$ cat src/rtl/madd_err_sweeper.sv
// Exhaustive sweep driver and error checker for an exact/approximate circuit pair:
// applies every input vector, compares both results and accumulates error statistics.
module madd_err_sweeper #(
    parameter int N_IN  = 6,
    parameter int N_OUT = 4,
    parameter int ET    = 1
) (
    input  logic                  clk,
    input  logic                  rst,
    input  logic                  start,
    input  logic                  abort,
    output logic [N_IN-1:0]       vec_out,
    input  logic [N_OUT-1:0]      exact_in,
    input  logic [N_OUT-1:0]      approx_in,
    output logic                  busy,
    output logic                  done,
    output logic [N_OUT-1:0]      max_err,
    output logic [N_IN:0]         err_count,
    output logic [N_IN+N_OUT-1:0] err_sum,
    output logic [N_IN:0]         fail_count,
    output logic [N_IN-1:0]       first_fail_vec,
    output logic                  pass
);

    typedef enum logic [1:0] {IDLE, SWEEP, FLUSH, DONE} state_t;

    localparam logic [N_IN-1:0]  LastVec   = '1;
    localparam logic [N_OUT-1:0] ErrThresh = N_OUT'(ET);

    state_t                  state_q, state_d;
    logic [N_IN-1:0]         vec_q, vec_d;
    logic [N_OUT-1:0]        s1Exact_q, s1Exact_d;
    logic [N_OUT-1:0]        s1Approx_q, s1Approx_d;
    logic [N_IN-1:0]         s1Vec_q, s1Vec_d;
    logic                    s1Valid_q, s1Valid_d;
    logic [N_OUT-1:0]        maxErr_q, maxErr_d;
    logic [N_IN:0]           errCount_q, errCount_d;
    logic [N_IN+N_OUT-1:0]   errSum_q, errSum_d;
    logic [N_IN:0]           failCount_q, failCount_d;
    logic [N_IN-1:0]         firstFail_q, firstFail_d;
    logic                    pass_q, pass_d;

    logic                    startOk;
    logic [N_OUT-1:0]        absErr;
    logic                    overThresh;

    assign startOk    = start && !abort;
    // Unsigned magnitude of the difference; ordering the subtraction keeps it in N_OUT bits.
    assign absErr     = (s1Exact_q >= s1Approx_q) ? (s1Exact_q - s1Approx_q)
                                                  : (s1Approx_q - s1Exact_q);
    assign overThresh = absErr > ErrThresh;

    always_comb begin
        state_d     = state_q;
        vec_d       = vec_q;
        s1Exact_d   = s1Exact_q;
        s1Approx_d  = s1Approx_q;
        s1Vec_d     = s1Vec_q;
        s1Valid_d   = 1'b0;
        maxErr_d    = maxErr_q;
        errCount_d  = errCount_q;
        errSum_d    = errSum_q;
        failCount_d = failCount_q;
        firstFail_d = firstFail_q;
        pass_d      = pass_q;

        // Stage 2: fold the previous cycle's sample into the statistics.
        if (s1Valid_q && (state_q == SWEEP || state_q == FLUSH)) begin
            if (absErr > maxErr_q) begin
                maxErr_d = absErr;
            end
            errSum_d   = errSum_q + {{N_IN{1'b0}}, absErr};
            errCount_d = errCount_q + {{N_IN{1'b0}}, (absErr != '0)};
            if (overThresh) begin
                failCount_d = failCount_q + 1'b1;
                if (failCount_q == '0) begin
                    firstFail_d = s1Vec_q;
                end
            end
        end

        case (state_q)
            IDLE: begin
                vec_d = '0;
                if (startOk) begin
                    state_d = SWEEP;
                end
            end
            SWEEP: begin
                if (abort) begin
                    state_d = IDLE;
                    vec_d   = '0;
                    pass_d  = 1'b0;
                end else begin
                    s1Exact_d  = exact_in;
                    s1Approx_d = approx_in;
                    s1Vec_d    = vec_q;
                    s1Valid_d  = 1'b1;
                    if (vec_q == LastVec) begin
                        state_d = FLUSH;
                    end else begin
                        vec_d = vec_q + 1'b1;
                    end
                end
            end
            FLUSH: begin
                if (abort) begin
                    state_d = IDLE;
                    vec_d   = '0;
                    pass_d  = 1'b0;
                end else begin
                    state_d = DONE;
                    pass_d  = (failCount_d == '0);
                end
            end
            DONE: begin
                vec_d   = '0;
                state_d = startOk ? SWEEP : IDLE;
            end
            default: begin
                state_d = IDLE;
                vec_d   = '0;
            end
        endcase

        // A newly accepted sweep starts from clean statistics.
        if ((state_q == IDLE || state_q == DONE) && startOk) begin
            maxErr_d    = '0;
            errCount_d  = '0;
            errSum_d    = '0;
            failCount_d = '0;
            firstFail_d = '0;
            pass_d      = 1'b0;
            s1Valid_d   = 1'b0;
        end
    end

    always_ff @(posedge clk) begin
        if (rst) begin
            state_q     <= IDLE;
            vec_q       <= '0;
            s1Exact_q   <= '0;
            s1Approx_q  <= '0;
            s1Vec_q     <= '0;
            s1Valid_q   <= 1'b0;
            maxErr_q    <= '0;
            errCount_q  <= '0;
            errSum_q    <= '0;
            failCount_q <= '0;
            firstFail_q <= '0;
            pass_q      <= 1'b0;
        end else begin
            state_q     <= state_d;
            vec_q       <= vec_d;
            s1Exact_q   <= s1Exact_d;
            s1Approx_q  <= s1Approx_d;
            s1Vec_q     <= s1Vec_d;
            s1Valid_q   <= s1Valid_d;
            maxErr_q    <= maxErr_d;
            errCount_q  <= errCount_d;
            errSum_q    <= errSum_d;
            failCount_q <= failCount_d;
            firstFail_q <= firstFail_d;
            pass_q      <= pass_d;
        end
    end

    assign vec_out        = vec_q;
    assign busy           = (state_q == SWEEP) || (state_q == FLUSH);
    assign done           = (state_q == DONE);
    assign max_err        = maxErr_q;
    assign err_count      = errCount_q;
    assign err_sum        = errSum_q;
    assign fail_count     = failCount_q;
    assign first_fail_vec = firstFail_q;
    assign pass           = pass_q;

endmodule

$ cat config.mk
export PLATFORM = sky130hd
export DESIGN_NAME = madd_err_sweeper
export DESIGN_NICKNAME = d
export VERILOG_FILES = /design/src/rtl/madd_err_sweeper.sv
export SDC_FILE = /design/constraint.sdc
export NUM_CORES = 1
export LEC_CHECK = 0
export CAP_MARGIN = 40
export CORE_MARGIN = 3
export CORE_UTILIZATION = 30
export CTS_BUF_LIST = sky130_fd_sc_hd__clkbuf_8
export DETAILED_ROUTE_END_ITERATION = 7
export HOLD_SLACK_MARGIN = 0.03
export PLACE_DENSITY = 0.51
export SETUP_SLACK_MARGIN = 0.5
export SLEW_MARGIN = 20
export SYNTH_ARGS = -nofsm -noshare
export SYNTH_HDL_FRONTEND = slang
export SYNTH_SLANG_ARGS = --single-unit
export TNS_END_PERCENT = 1
$ cat constraint.sdc
create_clock -name clk -period 3.9 [get_ports clk]
set_clock_uncertainty 0.2 [all_clocks]
set_input_delay 0.78 -clock clk [delete_from_list [all_inputs] [get_ports clk]]
set_output_delay 0.78 -clock clk [all_outputs]
set_load 0.02 [all_outputs]
==> summary.txt <==
Global route
  – First-pass GRT wire length: 11700 um
  – GRT overflow: 0
  – GRT Overall Usage: 0.129
  – Vias in the first global route: 2560
  – Largest net degree at the start of global routing: 26
  – Initial antenna violation count: 0

Route
  – Post-DR vias/cell: 4.58
  – Routed WL: 6990 um
  – WL/cell: 12.7 um
  – DR pass1 iterations: 4
  – DRC Markers: 0
  – Routed vias: 2512
  – Starting DRC count in detailed routing: 66
  – Routed Antenna Nets: 0

Worst setup path
  – Worst Path Max Fanout: 7
  – CP top delay family: compound AO/OA/AOI/OAI gates
  – FF-to-FF setup slack: 0.70 ns
  – Critical-path cell list: inv_1 -> ha_1 -> inv_1 -> fa_2 -> a21oi_2 -> o21ai_2 -> mux2_2 -> ha_1 -> nor2b_1 -> o21a_1 -> o21a_1 -> o21ai_4 -> mux2i_1 -> nor2_1
  – CP Data Arrival Time: 3.23 ns
  – WP buf/inv: 2
  – Setup CP Type: reg2reg
  – CP peak stage delay: 0.38 ns
  – CP startpoint kind: flop
  – CP required: 3.93 ns
  – CP endpoint kind: flop
  – Worst path slowest cell: fa_2

Min path
  – Tightest Hold Check Type: reg2reg

Synthesis
  – Area share of and/or/nand/nor cells after synthesis: 0.199
  – Post-synth EDFFs: 0
  – Number of synthesized register bits: 58
  – Synth warn: 0
  – Adder-cell share of the synthesized area: 0.123
  – Sequential-to-total area share from yosys stat: 0.382
  – Xor-xnor portion of the synthesized cell area: 0.0778
  – Async set-reset flop share out of synthesis: 0
  – Unique masters post-synth: 44
  – Multiplexer share of the synthesized area: 0.0338
  – Mean Syn Cell Area: 8.53 um^2
  – Cells after Synth: 356
  – Compound-Gate Fraction of Synth Area: 0.132
  – Largest family of logic cells by synthesized area: simple AND/OR/NAND/NOR gates
  – Syn Nets: 396
  – Syn Std Cell Area: 3040 um^2
  – Synth Flop Type: dfxtp_1

Clock tree
  – CTS Buf Count: 9
  – H-tree depth: 3
  – Worst-Skew Late Latency: 0.33 ns
  – CTS max path bufs: 2
  – Clock Pin Slew Worst Setup and Hold Paths: 0.07 ns
  – CTS tree: yes
  – Hold-fix buffers, CTS: 0
  – Root buf cell: clkbuf_8
  – Clk sinks: 58

Layout
  – Core Util, Final: 0.405
  – Final std cells w/o fill: 549
  – Layout Nets: 451
  – Proportion of layout cells with a drive suffix above 1: 0.0817
  – Diode count: 0
  – Finished Cell Area: 3980 um^2
  – Synth-to-Final Area Change: 31.1%

Floorplanning
  – Core box area: 9820 um^2
  – Initial core utilization: 0.309
  – Die area: 11400 um^2
  – Std cell rows: 36
  – Die W: 107 um
  – I/O pins: 55
  – Die Ht: 107 um

STA
  – RSZ-0062 raised after global routing: false
  – Setup TNS Final: 0 ns
  – Tcrit/Tclk final: 0.821
  – Minimum clock period: 3.20 ns
  – Final hold violation count: 0
  – WHS: 0.256 ns
  – Max Fclk: 0.312 GHz
  – Least-Margin Pin Slew: 0.504 ns
  – Final Slew Violations: 0
  – Final setup viols: 0
  – Slew headroom: 0.661

Place
  – Dpl hpwl: 5110 um
  – I/O Buffers: 54
  – Placed Area: 3730 um^2
  – Final Wtd Congestion: 0.825
  – DP Cell Count: 533

Flow run
  – Max_cap viols: 0

Run status
  – Outcome: completed

Power
  – Worst VDD drop: 0.191 mV
  – Pwr dens: 378 nW/um^2
  – Pleak: 1.48 nW
-- cells in the mapped netlist, types with 2 or more instances --
cell type / instances / area share
a211oi_1: 5 / 0.012
a21o_1: 3 / 0.0074
a21oi_1: 31 / 0.051
a41oi_1: 2 / 0.0058
and3_1: 3 / 0.0062
and4_1: 2 / 0.0058
buf_6: 2 / 0.0074
clkbuf_1: 12 / 0.015
dfxtp_1: 58 / 0.38
fa_1: 3 / 0.020
ha_1: 25 / 0.10
inv_1: 20 / 0.025
mux2_2: 2 / 0.0074
mux2i_1: 8 / 0.026
nand2_1: 49 / 0.061
nand2b_1: 2 / 0.0041
nand3_1: 10 / 0.016
nand4_1: 4 / 0.0082
nor2_1: 47 / 0.058
nor2b_1: 5 / 0.010
nor3_1: 6 / 0.0099
o21a_1: 3 / 0.0074
o21ai_0: 6 / 0.0099
o21ai_1: 2 / 0.0033
or4_1: 2 / 0.0049
xnor2_1: 11 / 0.032
xor2_1: 16 / 0.046
-- cells by family after synthesis --
kind of cell | count (synthesis)
compound gates | 63
xor+xnor | 27
fa+ha+maj | 28
buf+inv | 35
flops | 58
mux | 10
simple gates | 135
-- registers in the layout, summed over array words and instances, names as in the netlist --
name / flops
err_sum: 10
err_count: 7
fail_count: 7
first_fail_vec: 6
s1Vec_q: 6
vec_out: 6
max_err: 4
s1Approx_q: 4
s1Exact_q: 4
state_q: 2
pass: 1
s1Valid_q: 1
-- what timing repair did --
action | in CTS | in global routing
endpoints found under the setup margin | 4 | 9
pin swaps | 0 | 0
endpoints found under the hold margin | 0 | 0
setup buffers | 0 | 0
cloned | 0 | 0
gates resized for setup | 1 | 6
-- layer usage --
layer / part of all wire / global-route usage / wire [um] / up-vias
met5: 0 / 0 / 0 / -
met4: 0.011 / 0.0374 / 80 / 0
met3: 0.060 / 0.0524 / 420 / 8
met2: 0.46 / 0.215 / 3210 / 48
met1: 0.47 / 0.153 / 3290 / 1143
li1: - / - / - / 1313
-- worst reg2reg max path, cell delays in order (launching register included) --
cell     delay, ns
dfxtp_1       0.32
inv_1         0.06
ha_1          0.15
inv_1         0.06
fa_2          0.38
a21oi_2       0.21
o21ai_2       0.11
mux2_2        0.34
ha_1          0.30
nor2b_1       0.13
o21a_1        0.17
o21a_1        0.20
o21ai_4       0.22
mux2i_1       0.21
nor2_1        0.05
-- stage by stage --
stage / total power, mW / setup slack [ns]
2_1_floorplan: 0.813 / 0.704
3_3_place_gp: 0.874 / 0.530
3_5_place_dp: 0.886 / 0.479
4_1_cts: 1.51 / 0.547
5_1_grt: 1.59 / 0.506
6_report: 1.50 / 0.699
-- worst paths after layout --
| check | startpoint | endpoint | depth (start not counted) |
|---|---|---|---|
| setup / recovery | s1Exact_q[0] | max_err[2] | 14 |
| hold / removal | s1Vec_q[2] | s1Vec_q[2] | 2 |
| setup reg to reg | s1Exact_q[0] | max_err[2] | 14 |
| hold reg to reg | s1Vec_q[2] | s1Vec_q[2] | 2 |
-- power by group --
| part | switching, mW | internal, mW | total [mW] |
|---|---|---|---|
| clock | 0.243 | 0.373 | 0.615 |
| sequential | 0.00845 | 0.602 | 0.610 |
| combinational | 0.157 | 0.121 | 0.278 |
-- placed cells by master (no fill, tap or decap), types with 3 or more instances in the layout --
cell / Yosys / final
and3_1: 3 / 3
o21a_1: 3 / 3
xnor2_1: 11 / 10
clkdlybuf4s50_1: 0 / 54
inv_1: 20 / 21
clkbuf_8: 0 / 10
a21o_1: 3 / 3
ha_1: 25 / 24
dfxtp_1: 58 / 58
o21ai_0: 6 / 6
nor2b_1: 5 / 5
nand4_1: 4 / 4
nand2_1: 49 / 49
nand3_1: 10 / 10
mux2i_1: 8 / 8
a21oi_1: 31 / 30
a211oi_1: 5 / 5
xor2_1: 16 / 16
nor2_1: 47 / 47
nor3_1: 6 / 6
buf_4: 0 / 4
-- cell type report --
cell class	count	area [um^2]
multi-input combinational	263	1760
tap	133	166
clock inverter	6	81.3
fill	1069	5840
timing repair buffer	59	598
sequential	58	1160
clock buffer	10	138
inverter	20	75.1
No activity file was read; power rests on OpenSTA's default activity.
